===== src/rtl/ssd_pkg.sv =====
// Shared types and constants for the
// seven-segment display scheduler.
package ssd_pkg;

  typedef enum logic [1:0] {
    IDLE    = 2'd0,
    SHOW    = 2'd1,
    ADVANCE = 2'd2,
    MANUAL  = 2'd3
  } ssd_state_t;

  localparam logic [12:0] SSD_MAX = 13'd8191;

  localparam int DWELL_DEFAULT = 100_000_000;

endpackage


===== src/rtl/rr_next_valid.sv =====
// Round-robin search for the next valid index,
// starting after cur and ending on cur itself.
module rr_next_valid #(
  parameter int N     = 4,
  parameter int SEL_W = $clog2(N)
) (
  input  logic [N-1:0]     valid,
  input  logic [SEL_W-1:0] cur,
  output logic [SEL_W-1:0] next,
  output logic             found
);

  logic [SEL_W-1:0] idx;

  // Farthest candidate first so the nearest one wins.
  always_comb begin
    next  = cur;
    found = 1'b0;
    idx   = '0;
    for (int k = N; k >= 1; k--) begin
      idx = cur + SEL_W'(k);
      if (valid[idx]) begin
        next  = idx;
        found = 1'b1;
      end
    end
  end

endmodule


===== src/rtl/ssd_display_scheduler.sv =====
// Time-shares the 4-digit display between sources:
// auto round-robin with dwell, or manual select.
module ssd_display_scheduler
  import ssd_pkg::*;
#(
  parameter int NUM_SRC = 4,
  parameter int VAL_W   = 32,
  parameter int DWELL   = DWELL_DEFAULT,
  parameter int SEL_W   = $clog2(NUM_SRC)
) (
  input  logic                     clk,
  input  logic                     rst,
  input  logic                     mode,
  input  logic [SEL_W-1:0]         man_sel,
  input  logic                     freeze,
  input  logic [NUM_SRC-1:0]       src_valid,
  input  logic [NUM_SRC*VAL_W-1:0] src_vals,
  output logic [12:0]              num,
  output logic [SEL_W-1:0]         cur_src,
  output logic                     ovf,
  output logic                     switch_pulse
);

  localparam int CNT_W = $clog2(DWELL);
  localparam logic [CNT_W-1:0] LAST =
    CNT_W'(DWELL - 1);

  ssd_state_t       state_q, state_d;
  logic [SEL_W-1:0] cur_d;
  logic [CNT_W-1:0] cnt_q, cnt_d;
  logic [SEL_W-1:0] nxt;
  logic             found;
  logic [VAL_W-1:0] v;
  logic             over;
  logic [12:0]      num_d;

  rr_next_valid #(
    .N     (NUM_SRC),
    .SEL_W (SEL_W)
  ) u_rr (
    .valid (src_valid),
    .cur   (cur_src),
    .next  (nxt),
    .found (found)
  );

  // Next state, grant and dwell counter; mode wins.
  always_comb begin
    state_d = state_q;
    cur_d   = cur_src;
    cnt_d   = cnt_q;
    if (mode) begin
      state_d = MANUAL;
      cur_d   = man_sel;
    end else begin
      unique case (state_q)
        IDLE: begin
          if (|src_valid)
            state_d = ADVANCE;
        end
        ADVANCE: begin
          if (found) begin
            cur_d   = nxt;
            cnt_d   = '0;
            state_d = SHOW;
          end else begin
            state_d = IDLE;
          end
        end
        SHOW: begin
          if (!src_valid[cur_src])
            state_d = ADVANCE;
          else if (freeze)
            cnt_d = cnt_q;
          else if (cnt_q == LAST)
            state_d = ADVANCE;
          else
            cnt_d = cnt_q + 1'b1;
        end
        MANUAL: begin
          state_d = ADVANCE;
          cnt_d   = '0;
        end
        default: state_d = IDLE;
      endcase
    end
  end

  // Live value of the shown source, clamped.
  always_comb begin
    v     = src_vals[cur_src*VAL_W +: VAL_W];
    over  = v > VAL_W'(SSD_MAX);
    num_d = over ? SSD_MAX : v[12:0];
  end

  // State, index and dwell registers.
  always_ff @(posedge clk or posedge rst) begin
    if (rst) begin
      state_q <= IDLE;
      cur_src <= '0;
      cnt_q   <= '0;
    end else begin
      state_q <= state_d;
      cur_src <= cur_d;
      cnt_q   <= cnt_d;
    end
  end

  // Display outputs trail cur_src by one clock.
  always_ff @(posedge clk or posedge rst) begin
    if (rst) begin
      num          <= '0;
      ovf          <= 1'b0;
      switch_pulse <= 1'b0;
    end else begin
      switch_pulse <= cur_d != cur_src;
      if (state_q == IDLE) begin
        num <= '0;
        ovf <= 1'b0;
      end else begin
        num <= num_d;
        ovf <= over;
      end
    end
  end

endmodule


===== config.mk =====
export PLATFORM = sky130hd
export DESIGN_NAME = ssd_display_scheduler
export DESIGN_NICKNAME = d
export VERILOG_FILES = /design/src/rtl/ssd_pkg.sv /design/src/rtl/rr_next_valid.sv /design/src/rtl/ssd_display_scheduler.sv
export SDC_FILE = /design/constraint.sdc
export NUM_CORES = 1
export LEC_CHECK = 0
export ABC_AREA = 1
export BUFFER_PORTS_ARGS = -buffer_cell sky130_fd_sc_hd__buf_2
export CORE_ASPECT_RATIO = 0.5
export CORE_UTILIZATION = 27
export CTS_BUF_LIST = sky130_fd_sc_hd__clkbuf_8
export DETAILED_ROUTE_END_ITERATION = 12
export HOLD_SLACK_MARGIN = 0.12
export PLACE_DENSITY = 0.64
export SLEW_MARGIN = 30
export SYNTH_ARGS = -nofsm -noshare
export SYNTH_HDL_FRONTEND = slang
export SYNTH_SLANG_ARGS = --single-unit

===== constraint.sdc =====
create_clock -name clk -period 1.8 [get_ports clk]
set_input_delay 0.36 -clock clk [delete_from_list [all_inputs] [get_ports clk]]
set_output_delay 0.36 -clock clk [all_outputs]
set_load 0.005 [all_outputs]

==> summary.txt <==
Status: completed
DR WL/cell: 13.02 um
Port bufs: 154
Hold Crit Depth: 3
Number of synthesized flops with an enable pin: 0
Crit path DAT: 1910 ps
Fill cell count: 1256
Seq cells post-synth: 46
Metal2 WL: 5.214 mm
Area growth, synth to finish: 38.28%
Hold Crit Start: src_vals[5]
Routability cong.: 0.9094
CP max stage cell: dfrtp_2
Final setup vio count: 0
Syn Area/Cell: 7.259 um^2
Max Slew Vio Count: 0
Layout cells sized above 1: 38.35%
Top sig layer: met4
Final Instance Area: 0.004597 mm^2
MaxCap Viol Count: 0
Drt pass-1 iters: 4
Worst-Margin Slew: 435.4 ps
Setup slack, reg-to-reg: 90 ps
Row count: 28
Most common cell after layout, fill and taps aside: buf_2
Post-Route Skew: 6.103 ps
Syn_nets: 597
Largest vdd supply drop: 0.0002780 V
Die area: 0.01279 mm^2
Number of I/O pins: 155
Ys Warns: 0
Grt total ovfl: 0
Synthesized area: 0.003324 mm^2
TritonCTS buffer count: 5
CTS Root Cell: clkbuf_8
Fmax: 584.9 MHz
RR Endpoint: cnt_q[17]
Post-Route WL: 10.37 mm
Remaining antenna violation count: 0
WL met1: 4.697 mm
Area of the multi-input gates: 0.001954 mm^2
H-Tree Depth: 2
CP Class: reg -> reg
RSZ-0062 raised after global routing: yes
Hold WC Path Type: in -> reg
Clock network power share: 22.7%
Clock Latency Late Sink: 300 ps
Inserted Diodes: 0
Die height: 80.47 um
CTS tree: built
Crit-path max FO: 20
Post-synth ARST share: 100.0%
CORE AREA: 0.01191 mm^2
Worst Reg-to-Reg Cells: 8
Worst Hold Endpoint: num[5]
Worst path bufs/invs: 1
Placement Cell Area: 0.004378 mm^2
Final nets: 769
Global Route Usage Sum: 15.68%
Final core utilization: 38.59%
Hpwl dp: 8.206 mm
Routed wl met3: 370 um
Worst Setup Start Kind: flop
CP Capture Type: flop
CP delay by family, top: simple AND/OR/NAND/NOR gates
First-pass GRT wire length: 16.03 mm
NetSw: 0.001001 W
Initial core utilization: 27.91%
Largest net degree at the start of global routing: 47
Die width: 158.9 um
Clk slew on worst S/H paths: 90 ps
Crit path cell chain: or2_2, nor3_2, nand4_1, nand4_2, nand2_4, clkbuf_16, nand2_2, o21ai_2
Most frequent cells in the layout: buf_2 (154), nand2_1 (104), nor2_1 (62)
Sw frac: 34.89%
Slew HR: 70.94%
Synth Instances: 458
Vias per std cell: 4.682
Static leakage: 2.132 nW
Int Pwr: 0.001867 W
Endpoints failing hold: 0
Residual DRC count: 0
FF+latch area: 0.001156 mm^2
R2r startpoint: cnt_q[12]
CP required: 2000 ps
Fin crit period: 1710 ps
Sequential area share after synthesis: 34.63%
Flop pwr share: 41.7%
Longest Clk Path Bufs: 2
PD cells: 623.8 mW/mm^2
Ys flop type: dfrtp_1
Tcrit/Tclk final: 94.98%
Synth cell types: 33
Crit-path max cell delay: 440 ps
DRT iter0 DRCs: 165
Comb pwr share: 35.7%
Vias: 3727
Clock Sinks: 46
Initial antenna violation count: 0
Vias in the first global route: 3377
## registers in the layout (all words and copies together) (netlist names)
| signal | cells |
|---|---|
| switch_pulse | 1 |
| cnt_q | 27 |
| ovf | 1 |
| num | 13 |
| cur_src | 2 |
| state_q | 2 |
## power by group through the flow
stage	registers, W	logic, W	clock network (W)
after detailed placement	0.00122	0.000960	0
after global placement	0.00121	0.000949	0
after global routing	0.00121	0.00113	0.000710
after floorplan	0.00122	0.000536	0
after CTS	0.00120	0.000965	0.000658
final	0.00119	0.00102	0.000650
## layout make-up
type	count	share of cell area, %
clock inverter	3	0.4627
sequential	46	25.15
multi-input combinational	354	42.51
clock buffer	5	1.497
inverter	43	3.647
tap	165	4.491
timing repair buffer	180	22.24
## worst max path at each step
stage,start,to,slack [ps],cells past startpoint
final,cnt_q[12],cnt_q[17],90,8
after global routing,cur_src[0],num[3],-20,7
after CTS,cnt_q[3],cnt_q[26],50,9
after detailed placement,cur_src[0],num[12],50,7
after global placement,cur_src[0],num[12],40,7
after floorplan,cnt_q[0],cnt_q[10],120,9
## stage by stage
stage | TNS, ps | hold WS (ps) | cells | power, W | worst slack (ps)
CTS | 0 | 363.9 | 791 | 0.002820 | 46.97
detailed placement | 0 | 422.7 | 782 | 0.002177 | 49.44
global placement | 0 | 420.9 | 782 | 0.002161 | 42.39
finish | 0 | 361.9 | 796 | 0.002868 | 90.27
floorplan | 0 | 516.9 | 458 | 0.001754 | 122.3
global route | -51.25 | 369.3 | 796 | 0.003047 | -19.53
## what timing repair did
item                                    in CTS  in global routing
endpoints found under the setup margin       1                 43
cloned                                       0                  1
hold buffers                                 1                  0
gates resized for setup                      1                 18
setup buffers                                0                  4
hold endpoints to repair                    46                  0
pin swaps                                    0                  1
## cells by family (layout without fill, tap and decap cells)
kind of cell    after synthesis  count (layout)  share of synthesized area [%]
compound gates               61              61                          13.70
buf+inv                      58             231                          7.828
flops                        46              46                          34.63
xor+xnor                     25              25                          6.586
fa+ha+maj                     1               1                         0.3763
simple gates                267             267                          36.88
## per-layer routing
metal  vias up  GRT usage (%)
li1       1879              -
met1      1741          19.94
met2        98          28.77
met3         9          2.066
met4         0          2.885
met5         -              0
## cell usage after synthesis (10+ instances only)
master / number / area (um^2)
inv_1: 38 / 142.6
a22o_1: 13 / 113.9
nand2_1: 105 / 394.1
nand3_1: 33 / 165.2
nand2_2: 13 / 81.33
nor3_1: 16 / 80.08
xor2_1: 18 / 157.7
a21oi_1: 15 / 75.07
nand4_1: 13 / 81.33
o21ai_2: 14 / 122.6
a221oi_1: 13 / 113.9
nor4_1: 10 / 62.56
nor2_1: 65 / 244.0
dfrtp_1: 46 / 1151
## worst reg2reg max path: stages (launching register included)
cell       delay [ps]
dfrtp_2           440
or2_2             300
nor3_2            160
nand4_1           140
nand4_2           130
nand2_4            90
clkbuf_16         210
nand2_2            80
o21ai_2            50
(Power assumes the default switching activity.)
